==> config.mk <==
export PLATFORM = sky130hd
export DESIGN_NAME = memory_data_arbiter_flat
export DESIGN_NICKNAME = d
export VERILOG_FILES = /design/src/rtl/memory_data_arbiter_if.sv /design/src/rtl/memory_data_arbiter.sv /design/src/flat_wrapper.sv
export SDC_FILE = /design/constraint.sdc
export NUM_CORES = 1
export LEC_CHECK = 0
export CAP_MARGIN = 20
export CORE_AREA = 2 2 108 110
export CTS_CLUSTER_SIZE = 28
export DETAILED_ROUTE_END_ITERATION = 6
export DIE_AREA = 0 0 110 112
export GPL_TIMING_DRIVEN = 0
export HOLD_SLACK_MARGIN = 0.1
export PLACE_DENSITY = 0.67
export SLEW_MARGIN = 20
export SYNTH_ARGS = -nofsm -noshare
export SYNTH_HDL_FRONTEND = slang
export SYNTH_SLANG_ARGS = --single-unit
==> constraint.sdc <==
create_clock -name i_clk -period 4.7 [get_ports i_clk]
set_input_delay 0.94 -clock i_clk [delete_from_list [all_inputs] [get_ports i_clk]]
set_output_delay 0.94 -clock i_clk [all_outputs]
set_load 0.03 [all_outputs]
==> src/rtl/memory_data_arbiter_if.sv <==
// Data-memory arbiter bus: MEM-stage port, memory port and dump stream.
// slave = arbiter side, master = environment side.
interface memory_data_arbiter_if #(
  parameter int BITS_SIZE      = 32,
  parameter int BITS_EXTENSION = 2
);
  logic                      i_step;
  logic                      i_cpu_read;
  logic                      i_cpu_write;
  logic [BITS_SIZE-1:0]      i_cpu_address;
  logic [BITS_SIZE-1:0]      i_cpu_wdata;
  logic [BITS_EXTENSION-1:0] i_cpu_ctl_select;
  logic [BITS_SIZE-1:0]      o_cpu_rdata;
  logic                      o_cpu_stall;

  logic [BITS_SIZE-1:0]      o_mem_address;
  logic [BITS_SIZE-1:0]      o_mem_wdata;
  logic                      o_mem_read;
  logic                      o_mem_write;
  logic                      o_mem_step;
  logic [BITS_EXTENSION-1:0] o_mem_ctl_select;
  logic [BITS_SIZE-1:0]      i_mem_rdata;

  logic                      i_dump_start;
  logic                      o_dump_busy;
  logic                      o_dump_done;
  logic                      o_dump_valid;
  logic                      i_dump_ready;
  logic [BITS_SIZE-1:0]      o_dump_data;
  logic [BITS_SIZE-1:0]      o_dump_addr;

  modport slave (
    input  i_step, i_cpu_read, i_cpu_write,
    input  i_cpu_address, i_cpu_wdata,
    input  i_cpu_ctl_select,
    output o_cpu_rdata, o_cpu_stall,
    output o_mem_address, o_mem_wdata,
    output o_mem_read, o_mem_write, o_mem_step,
    output o_mem_ctl_select,
    input  i_mem_rdata,
    input  i_dump_start, i_dump_ready,
    output o_dump_busy, o_dump_done,
    output o_dump_valid,
    output o_dump_data, o_dump_addr
  );

  modport master (
    output i_step, i_cpu_read, i_cpu_write,
    output i_cpu_address, i_cpu_wdata,
    output i_cpu_ctl_select,
    input  o_cpu_rdata, o_cpu_stall,
    input  o_mem_address, o_mem_wdata,
    input  o_mem_read, o_mem_write, o_mem_step,
    input  o_mem_ctl_select,
    output i_mem_rdata,
    output i_dump_start, i_dump_ready,
    input  o_dump_busy, o_dump_done,
    input  o_dump_valid,
    input  o_dump_data, o_dump_addr
  );
endinterface

==> src/rtl/memory_data_arbiter.sv <==
// Shares the data-memory port between the MEM stage and the dump engine.
// Pipeline wins unless the dump has been starved STARVE_LIMIT cycles.
module memory_data_arbiter #(
  parameter int BITS_SIZE      = 32,
  parameter int SIZE_MEM_DATA  = 16,
  parameter int BITS_EXTENSION = 2,
  parameter int STARVE_LIMIT   = 4
) (
  input  logic                  i_clk,
  input  logic                  i_reset,
  memory_data_arbiter_if.slave  bus
);
  localparam int AW = $clog2(SIZE_MEM_DATA);
  localparam int SW = $clog2(STARVE_LIMIT + 1);
  localparam logic [SW-1:0] LIMIT = SW'(STARVE_LIMIT);
  localparam logic [AW-1:0] LAST  = AW'(SIZE_MEM_DATA - 1);

  typedef enum logic [1:0] {
    IDLE = 2'd0,
    READ = 2'd1,
    HOLD = 2'd2,
    DONE = 2'd3
  } state_t;

  state_t               state_q, state_d;
  logic [AW-1:0]        cnt_q, cnt_d;
  logic [SW-1:0]        starve_q, starve_d;
  logic                 valid_q, valid_d;
  logic [BITS_SIZE-1:0] data_q, data_d;
  logic [BITS_SIZE-1:0] addr_q, addr_d;
  logic [BITS_SIZE-1:0] cnt_ext;

  logic cpu_req;
  logic dump_grant;
  logic take;

  assign cnt_ext = {{(BITS_SIZE-AW){1'b0}}, cnt_q};

  // Arbitration terms: CPU demand and whether the dump may use the port.
  always_comb begin
    cpu_req    = bus.i_step
               & (bus.i_cpu_read | bus.i_cpu_write);
    dump_grant = ~cpu_req | (starve_q == LIMIT);
    take       = (state_q == READ) & dump_grant;
  end

  // State and datapath registers.
  always_ff @(posedge i_clk or negedge i_reset) begin
    if (!i_reset) begin
      state_q  <= IDLE;
      cnt_q    <= '0;
      starve_q <= '0;
      valid_q  <= 1'b0;
      data_q   <= '0;
      addr_q   <= '0;
    end else begin
      state_q  <= state_d;
      cnt_q    <= cnt_d;
      starve_q <= starve_d;
      valid_q  <= valid_d;
      data_q   <= data_d;
      addr_q   <= addr_d;
    end
  end

  // Dump sequencer next-state, capture and starvation counting.
  always_comb begin
    state_d  = state_q;
    cnt_d    = cnt_q;
    starve_d = '0;
    valid_d  = valid_q;
    data_d   = data_q;
    addr_d   = addr_q;
    unique case (state_q)
      IDLE: begin
        if (bus.i_dump_start) begin
          state_d = READ;
          cnt_d   = '0;
        end
      end
      READ: begin
        if (dump_grant) begin
          state_d = HOLD;
          valid_d = 1'b1;
          data_d  = bus.i_mem_rdata;
          addr_d  = cnt_ext;
        end else if (starve_q != LIMIT) begin
          starve_d = starve_q + SW'(1);
        end else begin
          starve_d = starve_q;
        end
      end
      HOLD: begin
        if (bus.i_dump_ready) begin
          valid_d = 1'b0;
          if (cnt_q == LAST) begin
            state_d = DONE;
          end else begin
            cnt_d   = cnt_q + AW'(1);
            state_d = READ;
          end
        end
      end
      DONE: begin
        state_d = IDLE;
      end
      default: begin
        state_d = IDLE;
      end
    endcase
  end

  // Memory port mux: a granted dump read overrides the CPU access.
  always_comb begin
    bus.o_mem_address    = bus.i_cpu_address;
    bus.o_mem_wdata      = bus.i_cpu_wdata;
    bus.o_mem_read       = bus.i_cpu_read;
    bus.o_mem_write      = bus.i_cpu_write;
    bus.o_mem_step       = bus.i_step;
    bus.o_mem_ctl_select = bus.i_cpu_ctl_select;
    if (take) begin
      bus.o_mem_address    = cnt_ext;
      bus.o_mem_wdata      = '0;
      bus.o_mem_read       = 1'b1;
      bus.o_mem_write      = 1'b0;
      bus.o_mem_step       = 1'b1;
      bus.o_mem_ctl_select = '0;
    end
  end

  // CPU-side response and dump status outputs.
  always_comb begin
    bus.o_cpu_stall  = take & cpu_req;
    bus.o_cpu_rdata  = bus.o_cpu_stall
                     ? '0 : bus.i_mem_rdata;
    bus.o_dump_busy  = (state_q != IDLE);
    bus.o_dump_done  = (state_q == DONE);
    bus.o_dump_valid = valid_q;
    bus.o_dump_data  = data_q;
    bus.o_dump_addr  = addr_q;
  end
endmodule

==> src/flat_wrapper.sv <==
// flat-port wrapper written by rule: the top's interface ports become plain ports
module memory_data_arbiter_flat 
#(
  parameter int BITS_SIZE      = 32,
  parameter int SIZE_MEM_DATA  = 16,
  parameter int BITS_EXTENSION = 2,
  parameter int STARVE_LIMIT   = 4
)
  (i_clk, i_reset, bus_i_step, bus_i_cpu_read, bus_i_cpu_write, bus_i_cpu_address, bus_i_cpu_wdata, bus_i_cpu_ctl_select, bus_o_cpu_rdata, bus_o_cpu_stall, bus_o_mem_address, bus_o_mem_wdata, bus_o_mem_read, bus_o_mem_write, bus_o_mem_step, bus_o_mem_ctl_select, bus_i_mem_rdata, bus_i_dump_start, bus_i_dump_ready, bus_o_dump_busy, bus_o_dump_done, bus_o_dump_valid, bus_o_dump_data, bus_o_dump_addr);
  memory_data_arbiter_if #(.BITS_SIZE(BITS_SIZE), .BITS_EXTENSION(BITS_EXTENSION)) bus_i ();
  input  logic i_clk;
  input  logic i_reset;
  input wire logic [$bits(bus_i.i_step)-1:0] bus_i_step;
  input wire logic [$bits(bus_i.i_cpu_read)-1:0] bus_i_cpu_read;
  input wire logic [$bits(bus_i.i_cpu_write)-1:0] bus_i_cpu_write;
  input wire logic [$bits(bus_i.i_cpu_address)-1:0] bus_i_cpu_address;
  input wire logic [$bits(bus_i.i_cpu_wdata)-1:0] bus_i_cpu_wdata;
  input wire logic [$bits(bus_i.i_cpu_ctl_select)-1:0] bus_i_cpu_ctl_select;
  output wire logic [$bits(bus_i.o_cpu_rdata)-1:0] bus_o_cpu_rdata;
  output wire logic [$bits(bus_i.o_cpu_stall)-1:0] bus_o_cpu_stall;
  output wire logic [$bits(bus_i.o_mem_address)-1:0] bus_o_mem_address;
  output wire logic [$bits(bus_i.o_mem_wdata)-1:0] bus_o_mem_wdata;
  output wire logic [$bits(bus_i.o_mem_read)-1:0] bus_o_mem_read;
  output wire logic [$bits(bus_i.o_mem_write)-1:0] bus_o_mem_write;
  output wire logic [$bits(bus_i.o_mem_step)-1:0] bus_o_mem_step;
  output wire logic [$bits(bus_i.o_mem_ctl_select)-1:0] bus_o_mem_ctl_select;
  input wire logic [$bits(bus_i.i_mem_rdata)-1:0] bus_i_mem_rdata;
  input wire logic [$bits(bus_i.i_dump_start)-1:0] bus_i_dump_start;
  input wire logic [$bits(bus_i.i_dump_ready)-1:0] bus_i_dump_ready;
  output wire logic [$bits(bus_i.o_dump_busy)-1:0] bus_o_dump_busy;
  output wire logic [$bits(bus_i.o_dump_done)-1:0] bus_o_dump_done;
  output wire logic [$bits(bus_i.o_dump_valid)-1:0] bus_o_dump_valid;
  output wire logic [$bits(bus_i.o_dump_data)-1:0] bus_o_dump_data;
  output wire logic [$bits(bus_i.o_dump_addr)-1:0] bus_o_dump_addr;
  assign bus_i.i_step = bus_i_step;
  assign bus_i.i_cpu_read = bus_i_cpu_read;
  assign bus_i.i_cpu_write = bus_i_cpu_write;
  assign bus_i.i_cpu_address = bus_i_cpu_address;
  assign bus_i.i_cpu_wdata = bus_i_cpu_wdata;
  assign bus_i.i_cpu_ctl_select = bus_i_cpu_ctl_select;
  assign bus_o_cpu_rdata = bus_i.o_cpu_rdata;
  assign bus_o_cpu_stall = bus_i.o_cpu_stall;
  assign bus_o_mem_address = bus_i.o_mem_address;
  assign bus_o_mem_wdata = bus_i.o_mem_wdata;
  assign bus_o_mem_read = bus_i.o_mem_read;
  assign bus_o_mem_write = bus_i.o_mem_write;
  assign bus_o_mem_step = bus_i.o_mem_step;
  assign bus_o_mem_ctl_select = bus_i.o_mem_ctl_select;
  assign bus_i.i_mem_rdata = bus_i_mem_rdata;
  assign bus_i.i_dump_start = bus_i_dump_start;
  assign bus_i.i_dump_ready = bus_i_dump_ready;
  assign bus_o_dump_busy = bus_i.o_dump_busy;
  assign bus_o_dump_done = bus_i.o_dump_done;
  assign bus_o_dump_valid = bus_i.o_dump_valid;
  assign bus_o_dump_data = bus_i.o_dump_data;
  assign bus_o_dump_addr = bus_i.o_dump_addr;
  memory_data_arbiter #(.BITS_SIZE(BITS_SIZE), .SIZE_MEM_DATA(SIZE_MEM_DATA), .BITS_EXTENSION(BITS_EXTENSION), .STARVE_LIMIT(STARVE_LIMIT)) u_core (.i_clk(i_clk), .i_reset(i_reset), .bus(bus_i));
endmodule
==> run metrics <==
Non-Filler Instances=698; antenna violations before repair=0; Net Sw Frac=44.4%; Starting Density=25.2%; skew final=0.00494 ns; synthesized area=0.00282 mm²; area grow syn2layout=103%; worst path required time=3.76 ns; IO Pins=274; postcts setup bufs=0; Slew headroom=61.2%; GPL Wtd Cong=0.788; Final Cell Area=0.00574 mm²; diode count=0; Met1 Wirelength=4.07 mm; CORE AREA=0.0112 mm²; clk_lat worst skew=0.28 ns; leading post-synthesis cells by cell area=dfrtp_1 (41%), nor2b_1 (21%), mux2_2 (16%), buf_4 (8.8%), buf_2 (1.4%); worst-path cell chain=clkdlybuf4s50_1 > o21ai_0 > nor3_2 > clkbuf_1 > nor2b_1 > clkdlybuf4s50_1; CP max stage cell=clkdlybuf4s50_1; Final Hold Viols=0; via count of the first global-routing pass=2971; Post-synth EDFFs=0; status=finished clean; clock-pin transition on the worst setup and hold timing paths=0.06 ns; H-tree Lvls=2; Setup TNS Final=0 ns; min cycle time layout=4.16 ns; clock share of power=12.7%; Tot GR Track Use=16.7%; leakage=2.43 nW; Final Max Slew Viols=0; largest net degree at the start of global routing=26; DR pass1 iterations=4; Seq cells post-synth=46; detailed-route via count=2894; Top Layer Used=met4; # setup viols final=0; Post-CTS Hold Buffers=0; cells after synthesis=274; First DRT Iteration DRCs=76; PnR worst setup slack=0.545 ns; Max Cap Viol=0; post-synthesis cell type count=32; RSZ-0062 raised after global routing=no; crit share post-route=88.4%; fraction of registers with async set/reset=100%; Setup WS pre-CTS=0.454 ns; Seq pwr share=21.9%; CP Launch Type=input pin; Hold Path Class=reg2reg; Final ANT Viol Nets=0; Routed WL=10.8 mm; met3 wire length=991 µm; Die Y=112 µm; dominant synthesized flop cell=dfrtp_1; Setup CP Type=in2out; filler cell count=1043; register area share after synthesis=40.8%; Net Switching=0.00140 W; Die Span X=110 µm; crit path max fanout=10; DP HPWL=8.81 mm; Final #Nets=662; first-pass GRT wire length=15.8 mm; syn avg cell area=10.3 µm²; dpl cell area=0.00557 mm²; placed cells=690; CTS Root Cell=clkbuf_16; arrival time worst endpoint=3.22 ns; DR vias/cell=4.15; CP endpoint kind=output port; Comb power frac=65.3%; CP peak stage delay=0.61 ns; Max IR drop VDD=272 µV; Die Area=0.0123 mm²; Max Clk Rate=241 MHz; CTS Buffer Depth=2; TritonCTS clock tree=yes; CTS Buf Count=5; Avg WL per Cell=15.5 µm; CTS sink count=46; DR WL met2=5.56 mm; # DRC=0; warnings from Yosys=0; Pwr Density=549 mW/mm²; most used cell, CP=clkdlybuf4s50_1; Worst Max-Slew Pin Slew=0.582 ns; I/O Buffers=245; cell taking the most area after synthesis=dfrtp_1; Core Rows=39; share of cells above drive strength 1=17.1%; grt ovf=0; final core utilization=51.3%; Gates resized, CTS repair=0; post-synth top area share=40.8%; Int Pwr=0.00175 W
critical path, delay by kind of cell:
| family | cells | cell delay [ns] |
|---|---|---|
| buffers and inverters | 3 | 1.56 |
| AND/OR/NAND/NOR | 2 | 0.58 |
| AO/OA/AOI/OAI | 1 | 0.13 |
layout by cell type, fill, tap and decap left out, types with 5 or more instances in the layout:
master,instances
buf_2,9
dfrtp_1,46
mux2_2,39
conb_1,28
buf_4,33
clkdlybuf4s50_1,244
inv_1,6
clkbuf_16,5
nor2b_1,96
area by class of cell:
type                       count  area, µm²  area share [%]
clock buffer                   6        129            2.25
clock inverter                 2       37.5           0.654
timing repair buffer         246       2470            43.0
tap                          143        179            3.12
sequential                    46       1150            20.1
inverter                       6       22.5           0.393
multi-input combinational    205       1450            25.3
buffer                        44        299            5.21
state kept, by name, summed over array words and instances, names as in the netlist:
name / flops
u_core.bus.o_dump_data: 32
u_core.starve_q: 3
u_core.cnt_q: 4
u_core.state_q: 2
u_core.bus.o_dump_valid: 1
u_core.bus.o_dump_addr: 4
worst paths after layout:
check / end / from / slack [ns] / cells after the start
hold reg to reg: u_core.starve_q[0] / u_core.starve_q[0] / 0.46 / 1
setup / recovery: bus_o_cpu_rdata[1] / bus_i_cpu_write / 0.54 / 6
min in group asynchronous: u_core.cnt_q[2] / i_reset / 0.65 / 1
setup reg to reg: u_core.bus.o_dump_data[24] / u_core.starve_q[0] / 2.89 / 6
hold / removal: u_core.starve_q[0] / u_core.starve_q[0] / 0.46 / 1
max in group asynchronous: u_core.bus.o_dump_data[28] / i_reset / 3.50 / 2
Yosys cell counts (3+ instances only):
library cell	instances
buf_2	8
buf_4	33
clkbuf_1	3
dfrtp_1	46
ha_1	3
inv_1	6
mux2_2	39
nand2_1	3
nand2b_1	3
nor2_1	4
nor2b_1	96
o21ai_0	4
layer usage:
layer	global-route usage (%)	vias up
li1	-	1389
met1	18.8	1348
met2	30.4	143
met3	4.68	14
met4	4.39	0
met5	0	-
cell families (layout without fill, tap and decap cells):
kind of cell | after synthesis | count (layout) | share of synthesized area [%]
and+or+nand+nor | 118 | 118 | 26.0
buffers and inverters | 50 | 304 | 11.4
DFF | 46 | 46 | 40.8
muxes | 43 | 43 | 17.1
AOI/OAI and AO/OA | 12 | 12 | 2.93
adders and majority gates | 3 | 3 | 1.33
other | 1 | 28 | 0.133
xor gates and xnor gates | 1 | 1 | 0.310
per-stage QoR:
stage | total power, W | hold slack, ns
final | 0.00315 | 0.461
after global routing | 0.00331 | 0.510
after CTS | 0.00319 | 0.463
after detailed placement | 0.00277 | 0.449
after global placement | 0.00275 | 0.444
after floorplan | 0.00188 | 0.429
power by group through the flow:
stage	Combinational [W]	Clock [W]	Sequential (W)
CTS	0.00208	0.000416	0.000691
global route	0.00216	0.000433	0.000716
detailed placement	0.00207	0	0.000696
floorplan	0.000879	0	0.00100
finish	0.00206	0.000401	0.000690
global placement	0.00206	0	0.000687
No activity file was read; power rests on OpenSTA's default activity.
